[src/rtl/mp_link_ctrl_if.sv]
// UART FIFO side of the multiplayer link: the controller is the master,
// the UART wrapper is the slave.
interface mp_link_ctrl_if;
    logic       tx_full;
    logic       rx_empty;
    logic [7:0] r_data;
    logic       wr_uart;
    logic [7:0] w_data;
    logic       rd_uart;

    modport master (
        input  tx_full, rx_empty, r_data,
        output wr_uart, w_data, rd_uart
    );

    modport slave (
        output tx_full, rx_empty, r_data,
        input  wr_uart, w_data, rd_uart
    );
endinterface

[src/rtl/mp_link_ctrl.sv]
// Two-player link controller: beacons 'R' until the peer answers, starts the game,
// then exchanges the single 'L' (lost) byte that decides the winner.
module mp_link_ctrl #(
    parameter int unsigned BEACON_PERIOD = 1000000
) (
    input  logic                  clk,
    input  logic                  rst,
    input  logic                  multiplayer,
    input  logic                  player_ready,
    input  logic                  game_over,
    mp_link_ctrl_if.master        uart,
    output logic                  start_game,
    output logic                  peer_lost,
    output logic [2:0]            link_state
);
    localparam logic [7:0]  BYTE_R = 8'h52;
    localparam logic [7:0]  BYTE_L = 8'h4C;
    localparam logic [23:0] RELOAD = 24'(BEACON_PERIOD - 1);

    typedef enum logic [2:0] {
        IDLE      = 3'd0,
        WAIT_PEER = 3'd1,
        SYNC      = 3'd2,
        PLAYING   = 3'd3,
        SEND_L    = 3'd4,
        LOST      = 3'd5,
        WON       = 3'd6
    } state_t;

    state_t      r_state,      w_state_nxt;
    logic [23:0] r_beacon_cnt, w_beacon_cnt_nxt;
    logic        r_wr_uart,    w_wr_uart_nxt;
    logic [7:0]  r_w_data,     w_w_data_nxt;
    logic        r_start_game, w_start_game_nxt;
    logic        w_pop;
    logic        w_got_r;
    logic        w_got_l;

    // Every non-empty cycle pops exactly one byte; the byte is decoded in that same cycle.
    assign w_pop   = ~uart.rx_empty & ~rst;
    assign w_got_r = w_pop & (uart.r_data == BYTE_R);
    assign w_got_l = w_pop & (uart.r_data == BYTE_L);

    always_comb begin
        // NOTE: every signal driven here gets a default first, so no latch can be inferred.
        w_state_nxt      = r_state;
        w_beacon_cnt_nxt = r_beacon_cnt;
        w_wr_uart_nxt    = 1'b0;
        w_w_data_nxt     = r_w_data;
        w_start_game_nxt = 1'b0;

        if (!multiplayer) begin
            w_state_nxt = IDLE;
        end else begin
            case (r_state)
                IDLE: begin
                    if (player_ready) begin
                        w_state_nxt      = WAIT_PEER;
                        w_beacon_cnt_nxt = '0;
                    end
                end
                WAIT_PEER: begin
                    // A beacon is only sent while staying here, so SYNC owns the single ack.
                    if (w_got_r) begin
                        w_state_nxt = SYNC;
                    end else if (!player_ready) begin
                        w_state_nxt = IDLE;
                    end else if (r_beacon_cnt != '0) begin
                        w_beacon_cnt_nxt = r_beacon_cnt - 24'd1;
                    end else if (!uart.tx_full) begin
                        w_wr_uart_nxt    = 1'b1;
                        w_w_data_nxt     = BYTE_R;
                        w_beacon_cnt_nxt = RELOAD;
                    end
                end
                SYNC: begin
                    if (!uart.tx_full) begin
                        w_wr_uart_nxt    = 1'b1;
                        w_w_data_nxt     = BYTE_R;
                        w_start_game_nxt = 1'b1;
                        w_state_nxt      = PLAYING;
                    end
                end
                PLAYING: begin
                    // A received 'L' wins over a simultaneous local loss.
                    if (w_got_l) begin
                        w_state_nxt = WON;
                    end else if (game_over) begin
                        w_state_nxt = SEND_L;
                    end
                end
                SEND_L: begin
                    if (!uart.tx_full) begin
                        w_wr_uart_nxt = 1'b1;
                        w_w_data_nxt  = BYTE_L;
                        w_state_nxt   = LOST;
                    end
                end
                LOST, WON: begin
                    if (!game_over && player_ready) begin
                        w_state_nxt      = WAIT_PEER;
                        w_beacon_cnt_nxt = '0;
                    end
                end
                default: w_state_nxt = IDLE;
            endcase
        end
    end

    // NOTE: registers update with non-blocking assignments so each one samples pre-edge values.
    always_ff @(posedge clk or posedge rst) begin
        if (rst) begin
            r_state      <= IDLE;
            r_beacon_cnt <= '0;
            r_wr_uart    <= 1'b0;
            r_w_data     <= 8'h00;
            r_start_game <= 1'b0;
        end else begin
            r_state      <= w_state_nxt;
            r_beacon_cnt <= w_beacon_cnt_nxt;
            r_wr_uart    <= w_wr_uart_nxt;
            r_w_data     <= w_w_data_nxt;
            r_start_game <= w_start_game_nxt;
        end
    end

    assign uart.wr_uart = r_wr_uart;
    assign uart.w_data  = r_w_data;
    assign uart.rd_uart = w_pop;
    assign start_game   = r_start_game;
    assign peer_lost    = (r_state == WON);
    assign link_state   = r_state;

endmodule

[src/flat_wrapper.sv]
// flat-port wrapper written by rule: the top's interface ports become plain ports
module mp_link_ctrl_flat 
#(
    parameter int unsigned BEACON_PERIOD = 1000000
)
  (clk, rst, multiplayer, player_ready, game_over, start_game, peer_lost, link_state, uart_tx_full, uart_rx_empty, uart_r_data, uart_wr_uart, uart_w_data, uart_rd_uart);
  mp_link_ctrl_if uart_i ();
  input  logic clk;
  input  logic rst;
  input  logic multiplayer;
  input  logic player_ready;
  input  logic game_over;
  output logic start_game;
  output logic peer_lost;
  output logic [2:0] link_state;
  input wire logic [$bits(uart_i.tx_full)-1:0] uart_tx_full;
  input wire logic [$bits(uart_i.rx_empty)-1:0] uart_rx_empty;
  input wire logic [$bits(uart_i.r_data)-1:0] uart_r_data;
  output wire logic [$bits(uart_i.wr_uart)-1:0] uart_wr_uart;
  output wire logic [$bits(uart_i.w_data)-1:0] uart_w_data;
  output wire logic [$bits(uart_i.rd_uart)-1:0] uart_rd_uart;
  assign uart_i.tx_full = uart_tx_full;
  assign uart_i.rx_empty = uart_rx_empty;
  assign uart_i.r_data = uart_r_data;
  assign uart_wr_uart = uart_i.wr_uart;
  assign uart_w_data = uart_i.w_data;
  assign uart_rd_uart = uart_i.rd_uart;
  mp_link_ctrl #(.BEACON_PERIOD(BEACON_PERIOD)) u_core (.clk(clk), .rst(rst), .multiplayer(multiplayer), .player_ready(player_ready), .game_over(game_over), .uart(uart_i), .start_game(start_game), .peer_lost(peer_lost), .link_state(link_state));
endmodule
[config.mk]
export PLATFORM = sky130hd
export DESIGN_NAME = mp_link_ctrl_flat
export DESIGN_NICKNAME = d
export VERILOG_FILES = /design/src/rtl/mp_link_ctrl_if.sv /design/src/rtl/mp_link_ctrl.sv /design/src/flat_wrapper.sv
export SDC_FILE = /design/constraint.sdc
export NUM_CORES = 1
export LEC_CHECK = 0
export BUFFER_PORTS_ARGS = -buffer_cell sky130_fd_sc_hd__buf_4
export CAP_MARGIN = 10
export CORE_MARGIN = 2
export CORE_UTILIZATION = 30
export CTS_CLUSTER_SIZE = 30
export DETAILED_ROUTE_END_ITERATION = 6
export GPL_ROUTABILITY_DRIVEN = 0
export SYNTH_ARGS = -nofsm -noshare
export SYNTH_HDL_FRONTEND = slang
export SYNTH_SLANG_ARGS = --single-unit
export TNS_END_PERCENT = 5
[constraint.sdc]
create_clock -name clk -period 2.95 [get_ports clk]
set_input_delay 0.4425 -clock clk [delete_from_list [all_inputs] [get_ports clk]]
set_output_delay 0.4425 -clock clk [all_outputs]
set_load 0.01 [all_outputs]
==> flow_summary_export.csv, run 1 <==
group,metric,value,unit
yosys,syn_inst,256,
pwr,power.switching,1.55,mW
yosys,ys_seq_elements,32,
floorplan,die_width,88.2,um
clocking,cts.sinks,32,
layout,layout-drive-gt1-share,0.174,
job,drv_cap,0,
critical_path,start_kind,"flip-flop",
detailed_routing,firstDrtPassIters,4,
placement,dp_hpwl,4.06,mm
yosys,synth_area_per_cell,8.30,um2
sta,setup_viol,0,
critical_path,cp.required,3.13,ns
sta,tns,0,ns
sta,post-route-period-util,0.841,
placement,numPortBuffers,26,
sta,max_clock_freq,403,MHz
global_route,grt_pass1_vias,1783,
global_route,grt_usage,0.146,
pwr,comb_power_share,0.615,
floorplan,die_area,0.00777,mm2
clocking,cts_hold_buffers,0,
clocking,clkTransAtPathRegs,0.07,ns
floorplan,floorplan.initialDensity,0.311,
critical_path,crit_fanout,11,
detailed_routing,postRouteAntennaNets,0,
clocking,root_buffer,"clkbuf_8",
pwr,pwr-share-clk,0.107,
yosys,synth.yosys.seq_area_share,0.377,
pwr,ir_drop,0.501,mV
critical_path,end_kind,"flip-flop",
critical_path,path_class,"reg -> reg",
detailed_routing,vias,2010,
placement,dpl-instance-area,0.00240,mm2
global_route,use_met2,0.217,
clocking,insertion_delay,0.28,ns
sta,hold_violations,0,
clocking,cts_buffers,5,
global_route,grt_pass1_wl,8.96,mm
pwr,p_per_area,1210,mW/mm2
layout,fin_nets,298,
critical_path,crit_arrival,2.67,ns
sta,period_minus_slack,2.48,ns
floorplan,die_y,88.2,um
detailed_routing,wl_per_cell,14.5,um
pwr,p_seq_frac,0.277,
sta,rsz0062_at_grt,"no",
global_route,met1_usage,0.219,
floorplan,core,0.00683,mm2
floorplan,fp-row-count,30,
pwr,switching_share,0.519,
yosys,yosysWarnings,0,
clocking,post_cts_buffers,0,
clocking,clk_path_buf_depth,2,
layout,layout_commonest_cell,"dfrtp_1",
pwr,cellInternalPower,1.43,mW
global_route,grt_max_degree,21,
global_route,antenna_found_initial,0,
floorplan,pin_count,30,
clocking,htree_levels,2,
run_status,status,"completed",
yosys,synth_cell_types,52,
layout,fin_area,0.00247,mm2
layout,final_cell_mix,"dfrtp_1, nand2_1, buf_4",
detailed_routing,vias_per_cell,5.33,
yosys,netlist_area,0.00212,mm2
layout,syn_to_final_growth,16.4,%
worst_hold_path,hp-class,"in -> async",
sta,drv_slew,0,
clocking,cts_tree,"done",
detailed_routing,drt-total-wl,5.46,mm
sta,worst_pin_slew,0.773,ns
yosys,synthArstFlopShare,1.00,
sta,max-slew-margin-rel,0.485,
clocking,cts-resized-gates,0,
layout,antenna_cells,0,
yosys,synth_flop_cell,"dfrtp_1",
global_route,top_usage_layer,"met1",
pwr,p_leak,1.04,nW
sta,fin_skew,0.00706,ns
global_route,globalRouteMet3Util,0.0254,
detailed_routing,drtIter0Drc,190,
detailed_routing,remaining_drc_errors,0,
yosys,synth_edf_count,0,
global_route,globalRouteOverflowTotal,0,
## metal layers
metal / vias to the layer above / wire length, um / part of all wire
met1: 954 / 2680 / 0.49
met3: 5 / 229 / 0.042
met2: 64 / 2500 / 0.46
met4: 0 / 47 / 0.0086
li1: 987 / - / -
met5: - / 0 / 0
## layout make-up
| type | count | area [um2] |
|---|---|---|
| Clock inverter | 1 | 5.00 |
| Multi-Input combinational cell | 203 | 1220 |
| Tap cell | 96 | 120 |
| Sequential cell | 32 | 801 |
| Timing Repair Buffer | 30 | 225 |
| Fill cell | 746 | 4360 |
| Inverter | 9 | 33.8 |
| Clock buffer | 6 | 72.6 |
## critical path, cell delays in order, from the launching register on
cell     delay, ns
dfrtp_1       0.42
inv_1         0.11
ha_1          0.14
nor4b_1       0.39
nand4_1       0.22
or2_1         0.40
nor2_1        0.39
a21oi_1       0.08
o21ai_0       0.23
## path summary, 6_finish.rpt
path / endpoint / depth (start not counted) / from / slack (ns)
min in group clk: u_core.link_state[0]$_DFFE_PP0P_ / 3 / multiplayer / 0.42
worst min-delay path: u_core.r_beacon_cnt[18]$_DFFE_PP0P_ / 2 / rst / 0.26
worst min register to register: u_core.uart.w_data[6]$_DFFE_PP0P_ / 1 / u_core.uart.w_data[6]$_DFFE_PP0P_ / 0.48
worst max-delay path: u_core.r_beacon_cnt[19]$_DFFE_PP0P_ / 8 / u_core.r_beacon_cnt[0]$_DFFE_PP0P_ / 0.47
max in group asynchronous: u_core.r_beacon_cnt[20]$_DFFE_PP0P_ / 3 / rst / 2.01
worst max register to register: u_core.r_beacon_cnt[19]$_DFFE_PP0P_ / 8 / u_core.r_beacon_cnt[0]$_DFFE_PP0P_ / 0.47
## state kept, by name, indices dropped and copies added, names as in the netlist
register             flops
u_core.link_state        3
u_core.uart.w_data       3
u_core.uart.wr_uart      1
u_core.r_beacon_cnt     24
u_core.start_game        1
## metrics by stage
step                std cells  hold WS [ns]  utilization  worst slack [ns]  total power [mW]
floorplan                 258         0.452            -             0.915              2.18
global placement          370         0.461        0.351             0.530              2.63
detailed placement        370         0.464        0.351             0.520              2.63
CTS                       377         0.283        0.362             0.481              2.97
global route              377         0.311        0.362             0.282              3.26
finish                    377         0.260        0.362             0.470              2.98
## synth_stat cells, types with 4 or more instances
cell type | count | share of area
nor4_1 | 6 | 0.018
clkbuf_1 | 5 | 0.0088
o21ai_0 | 19 | 0.045
nor3_1 | 11 | 0.026
inv_1 | 9 | 0.016
o41ai_1 | 4 | 0.016
dfrtp_1 | 32 | 0.38
o211ai_1 | 4 | 0.014
nand2_1 | 31 | 0.055
nand3_1 | 13 | 0.031
nor2_1 | 25 | 0.044
nand2b_1 | 4 | 0.012
buf_4 | 5 | 0.018
o21ai_1 | 13 | 0.031
a21oi_1 | 18 | 0.042
nor4b_1 | 4 | 0.016
## power by group through the flow
stage | Combinational (mW) | Sequential (mW) | Clock, mW
after floorplan | 1.41 | 0.770 | 0
after global placement | 1.81 | 0.823 | 0
after detailed placement | 1.80 | 0.828 | 0
after CTS | 1.81 | 0.822 | 0.331
after global routing | 2.05 | 0.857 | 0.355
final | 1.83 | 0.827 | 0.320
## cells by family (layout without fill, tap and decap cells)
family,count (synthesis),after routing,share of synthesized area
adder cells (fa/ha/maj),2,2,0.0118
flip-flops,32,32,0.377
multiplexers,1,1,0.00471
AO/OA/AOI/OAI,77,77,0.233
other,1,3,0.00177
buffers and inverters,23,46,0.0542
AND/OR/NAND/NOR,120,120,0.317
Note: power is estimated with default switching activity, not from simulation.
==> run 2, diff against run 1 <==
==> constraint.sdc (replaced) <==
create_clock -name clk -period 2.3 [get_ports clk]
set_input_delay 0.345 -clock clk [delete_from_list [all_inputs] [get_ports clk]]
set_output_delay 0.345 -clock clk [all_outputs]
set_load 0.01 [all_outputs]
==> run 2 against run 1 <==
Sequential power grew 27%. Cell count is 4.5% higher. First-iteration DRC count is 0.53% lower. Critical path depth stayed put. Clock-buffer cell count grew 1. Core utilization up 2.7 points. Clock skew grew 0.0020 ns. Setup slack worse by 0.32 ns. Largest cell class unchanged. Largest power group unchanged. Highest routed layer unchanged.
==> flow_summary_export.csv, run 2 (synthesized netlist as in run 1, its figures left out) <==
group,metric,value,unit
detailed_routing,firstDrtPassIters,4,
clocking,cts_buffers,5,
layout,layout_commonest_cell,"buf_4",
floorplan,pin_count,30,
sta,max_clock_freq,465,MHz
clocking,htree_levels,2,
critical_path,crit_fanout,7,
pwr,switching_share,0.476,
placement,dpl-instance-area,0.00251,mm2
clocking,insertion_delay,0.28,ns
layout,fin_nets,314,
floorplan,floorplan.initialDensity,0.311,
floorplan,die_width,88.2,um
sta,period_minus_slack,2.15,ns
pwr,p_seq_frac,0.241,
layout,largest_reg_flops,24,
floorplan,fp-row-count,30,
sta,post-route-period-util,0.935,
placement,dp_hpwl,4.24,mm
layout,regMostFlops,"u_core.r_beacon_cnt",
global_route,grt_pass1_vias,1838,
detailed_routing,remaining_drc_errors,0,
worst_hold_path,hp-class,"in -> async",
pwr,ir_drop,0.612,mV
detailed_routing,wl_per_cell,14.8,um
global_route,grt_pass1_wl,9.33,mm
detailed_routing,drtIter0Drc,189,
pwr,comb_power_share,0.622,
layout,fin_area,0.00266,mm2
pwr,p_per_area,1640,mW/mm2
sta,hold_violations,0,
pwr,p_leak,1.15,nW
sta,setup_viol,0,
job,drv_cap,0,
pwr,cellInternalPower,2.28,mW
critical_path,crit_arrival,2.35,ns
floorplan,die_area,0.00777,mm2
run_status,status,"completed",
sta,fin_skew,0.00902,ns
critical_path,cp.required,2.50,ns
clocking,root_buffer,"clkbuf_8",
layout,antenna_cells,0,
placement,numPortBuffers,26,
global_route,grt_usage,0.154,
floorplan,core,0.00683,mm2
layout,layout-drive-gt1-share,0.225,
global_route,grt_max_degree,33,
sta,layout_setup_ws,0.150,ns
critical_path,start_kind,"flip-flop",
clocking,cts.sinks,32,
detailed_routing,postRouteAntennaNets,0,
detailed_routing,drt-total-wl,5.83,mm
sta,drv_slew,0,
sta,tns,0,ns
clocking,cts_tree,"done",
global_route,globalRouteOverflowTotal,0,
global_route,antenna_found_initial,0,
clocking,clk_path_buf_depth,2,
pwr,pwr-share-clk,0.138,
critical_path,end_kind,"flip-flop",
layout,final_cell_mix,"buf_4, dfrtp_1, nand2_1",
clocking,clkTransAtPathRegs,0.07,ns
floorplan,die_y,88.2,um
sta,rsz0062_at_grt,"no",
detailed_routing,vias,2116,
pwr,power.switching,2.08,mW
critical_path,path_class,"reg -> reg",
placement,dp_slack,0.0546,ns
layout,syn_to_final_growth,25.0,%
detailed_routing,vias_per_cell,5.37,
[run 2: changes by cell type in the layout (fill, tap and decap cells not counted), sizes merged]
cell / delta
clkinv: -1
clkbuf: +1
buf: +16
bufinv: +1
[run 2: power groups by stage]
stage                     registers [mW]  logic (mW)  clock network, mW
final                               1.05        2.71              0.600
after global routing                1.08        2.99              0.645
after CTS                           1.04        2.65              0.614
after detailed placement            1.05        2.64                  0
after global placement              1.04        2.63                  0
after floorplan                    0.987        1.81                  0
[run 2: layout make-up]
| type | instances | area [um2] |
|---|---|---|
| well taps | 96 | 120 |
| clock inverters | 1 | 30.0 |
| inverters | 9 | 33.8 |
| clock buffers | 7 | 96.3 |
| flip-flops and latches | 32 | 801 |
| multi-input cells | 203 | 1220 |
| repair buffers | 46 | 358 |
| fillers | 740 | 4180 |
[run 2: timing repair]
item | 4_1_cts | 5_1_grt
resized for setup | 0 | 1
setup buffers | 0 | 1
endpoints found under the setup margin | 0 | 15
hold buffers | 0 | 0
[run 2: stage by stage]
step	hold WS, ns	total power [mW]	instances	util
6_report	0.159	4.36	394	0.389
5_1_grt	0.196	4.71	394	0.389
4_1_cts	0.173	4.31	393	0.386
3_5_place_dp	0.464	3.69	385	0.367
3_3_place_gp	0.460	3.67	385	0.367
2_1_floorplan	0.452	2.80	258	-
[run 2: final timing paths]
path                                               startpoint                             endpoint  slack, ns  cells after the start
hold / removal                                            rst  u_core.r_beacon_cnt[19]$_DFFE_PP0P_       0.16                      3
setup reg to reg           u_core.r_beacon_cnt[0]$_DFFE_PP0P_   u_core.r_beacon_cnt[5]$_DFFE_PP0P_       0.15                      8
max in group asynchronous                                 rst  u_core.r_beacon_cnt[14]$_DFFE_PP0P_       1.84                      3
min in group clk                                  multiplayer     u_core.link_state[0]$_DFFE_PP0P_       0.34                      3
hold reg to reg             u_core.uart.w_data[6]$_DFFE_PP0P_    u_core.uart.w_data[6]$_DFFE_PP0P_       0.48                      1
setup / recovery           u_core.r_beacon_cnt[0]$_DFFE_PP0P_   u_core.r_beacon_cnt[5]$_DFFE_PP0P_       0.15                      8
[run 2: worst max-delay path: stages (launching register included)]
cell,delay [ns]
dfrtp_1,0.41
inv_1,0.12
ha_1,0.15
nor4b_1,0.31
nand3_1,0.16
or3_4,0.42
nand2_1,0.24
o311ai_0,0.16
o21ai_0,0.10
[run 2: routing by layer]
metal	wire, um	global-route usage	vias up
li1	-	-	1026
met1	2850	0.230	1031
met2	2670	0.227	52
met3	218	0.0254	7
met4	85	0.0510	0
met5	0	0	-
==> run 3, diff against run 2 <==
--- a/config.mk
+++ b/config.mk
@@ -7,7 +7,7 @@
 export LEC_CHECK = 0
 export BUFFER_PORTS_ARGS = -buffer_cell sky130_fd_sc_hd__buf_4
 export CAP_MARGIN = 10
-export CORE_MARGIN = 2
+export CORE_MARGIN = 1.5
 export CORE_UTILIZATION = 30
 export CTS_CLUSTER_SIZE = 30
 export DETAILED_ROUTE_END_ITERATION = 6
==> run 3 against run 2 <==
Power is 4.2% lower. Register-to-register slack better by 0.06 ns. Clock skew is 0.0033 ns lower. Non-clock buffer count is 4 higher. Setup slack better by 0.056 ns. Critical endpoint is now u_core.r_beacon_cnt[10]$_DFFE_PP0P_. Highest routed layer unchanged.
==> flow_summary_export.csv, run 3 (synthesized netlist as in run 1, its figures left out) <==
group,metric,value,unit
run_status,status,"completed",
floorplan,die_area,0.00760,mm2
critical_path,r2r_setup_slack,0.21,ns
layout,layout_commonest_cell,"buf_4",
pwr,power,4.18,mW
placement,numPortBuffers,26,
global_route,antenna_found_initial,0,
clocking,post_cts_buffers,0,
layout,final_cell_mix,"buf_4, dfrtp_1, nand2_1",
clocking,cts_hold_buffers,0,
global_route,globalRouteOverflowTotal,0,
detailed_routing,drtIter0Drc,207,
floorplan,die_y,87.2,um
critical_path,critPathSlowestCell,"nor4_2",
detailed_routing,postRouteAntennaNets,0,
critical_path,crit_arrival,2.25,ns
detailed_routing,met1_length,2.64,mm
detailed_routing,wl_per_cell,14.3,um
sta,hold_violations,0,
layout,fin_area,0.00265,mm2
pwr,p_leak,1.16,nW
detailed_routing,remaining_drc_errors,0,
clocking,root_buffer,"clkbuf_8",
layout,syn_to_final_growth,24.5,%
global_route,grt_usage,0.155,
floorplan,fp-row-count,30,
floorplan,die_width,87.2,um
detailed_routing,vias_per_cell,5.24,
detailed_routing,drt-total-wl,5.68,mm
job,drv_cap,0,
clocking,cts_buffers,5,
floorplan,core,0.00683,mm2
pwr,p_seq_frac,0.253,
critical_path,slowest_delay,0.48,ns
clocking,htree_levels,2,
sta,layout_setup_ws,0.206,ns
critical_path,crit_fanout,10,
layout,regMostFlops,"u_core.r_beacon_cnt",
critical_path,worstReg2RegEnd,"u_core.r_beacon_cnt[10]$_DFFE_PP0P_",
detailed_routing,top_layer,"met4",
floorplan,floorplan.initialDensity,0.311,
pwr,pwr-share-clk,0.107,
sta,max-slew-margin-rel,0.555,
detailed_routing,vias,2087,
clocking,clk_path_buf_depth,2,
critical_path,reg2reg_from,"u_core.r_beacon_cnt[15]$_DFFE_PP0P_",
detailed_routing,wl_met3,193,um
sta,whs,0.158,ns
pwr,comb_power_share,0.640,
critical_path,path_class,"reg -> reg",
sta,tns,0,ns
critical_path,end_kind,"flip-flop",
detailed_routing,met2RoutedLength,2.74,mm
sta,fin_skew,0.00573,ns
detailed_routing,firstDrtPassIters,4,
layout,layout-drive-gt1-share,0.238,
critical_path,cp.required,2.46,ns
sta,max_clock_freq,477,MHz
placement,dp.cells,390,
placement,dp_slack,0.118,ns
placement,dpl-instance-area,0.00255,mm2
pwr,ir_drop,0.472,mV
sta,rsz0062_at_grt,"no",
layout,largest_reg_flops,24,
pwr,switching_share,0.489,
global_route,grt_pass1_wl,9.14,mm
pwr,p_per_area,1580,mW/mm2
sta,setup_viol,0,
clocking,cts_tree,"done",
sta,post-route-period-util,0.911,
global_route,grt_max_degree,33,
pwr,cellInternalPower,2.14,mW
layout,final_cells,398,
critical_path,start_kind,"flip-flop",
clocking,clkTransAtPathRegs,0.07,ns
floorplan,pin_count,30,
clocking,cts.sinks,32,
pwr,power.switching,2.04,mW
layout,fin_nets,318,
sta,worst_pin_slew,0.661,ns
critical_path,rr_worst_depth,7,
sta,period_minus_slack,2.09,ns
global_route,grt_pass1_vias,1860,
placement,dp_hpwl,4.32,mm
worst_hold_path,hp-class,"in -> async",
critical_path,path_cells,"nor4_2, nand3_1, or3_4, a21oi_4, buf_4, o21ai_1, o41ai_1",
clocking,insertion_delay,0.28,ns
layout,fin_util,0.387,
layout,antenna_cells,0,
sta,drv_slew,0,
[run 3: cell types whose count changed in the layout (fill, tap and decap cells not counted), sizes merged]
cell | previous run | this run
clkbuf | 7 | 6
buf | 46 | 50
clkinv | 0 | 2
bufinv | 1 | 0
[run 3: repair_timing]
action,4_1_cts,5_1_grt
endpoints found under the hold margin,0,0
gates resized for setup,0,1
endpoints found under the setup margin,0,1
[run 3: worst max-delay path by stage]
stage               slack, ns  cells after the start                             endpoint                                start
global route             0.03                      6  u_core.r_beacon_cnt[14]$_DFFE_PP0P_     u_core.link_state[2]$_DFFE_PP0P_
global placement         0.18                      7   u_core.r_beacon_cnt[2]$_DFFE_PP0P_                            game_over
CTS                      0.11                      9  u_core.r_beacon_cnt[10]$_DFFE_PP0P_   u_core.r_beacon_cnt[1]$_DFFE_PP0P_
detailed placement       0.12                      9  u_core.r_beacon_cnt[10]$_DFFE_PP0P_   u_core.r_beacon_cnt[1]$_DFFE_PP0P_
finish                   0.21                      7  u_core.r_beacon_cnt[10]$_DFFE_PP0P_  u_core.r_beacon_cnt[15]$_DFFE_PP0P_
floorplan                0.27                      9  u_core.r_beacon_cnt[10]$_DFFE_PP0P_   u_core.r_beacon_cnt[0]$_DFFE_PP0P_
[run 3: worst max-delay path, delay by kind of cell, from the launching register on]
| kind | cells | cell delay, ns |
|---|---|---|
| simple gates | 3 | 1.04 |
| buf+inv | 1 | 0.20 |
| compound gates | 3 | 0.33 |
| flops | 1 | 0.41 |
[run 3: power groups by stage]
stage | Clock [mW] | Sequential [mW] | Combinational (mW)
floorplan | 0 | 0.987 | 1.81
global placement | 0 | 1.04 | 2.64
detailed placement | 0 | 1.05 | 2.64
CTS | 0.465 | 1.04 | 2.65
global route | 0.494 | 1.08 | 2.99
finish | 0.446 | 1.06 | 2.67
[run 3: layout make-up]
type / count / area (um2)
clock buffer: 6 / 82.6
fill: 716 / 4190
clock inverter: 2 / 10.0
inverter: 9 / 33.8
multi-input combinational: 203 / 1220
tap: 96 / 120
timing repair buffer: 50 / 375
sequential: 32 / 801
[run 3: layer usage]
| metal | vias up | GRT usage |
|---|---|---|
| met5 | - | 0 |
| met4 | 0 | 0.0519 |
| met3 | 6 | 0.0227 |
| met2 | 50 | 0.251 |
| met1 | 995 | 0.212 |
| li1 | 1036 | - |
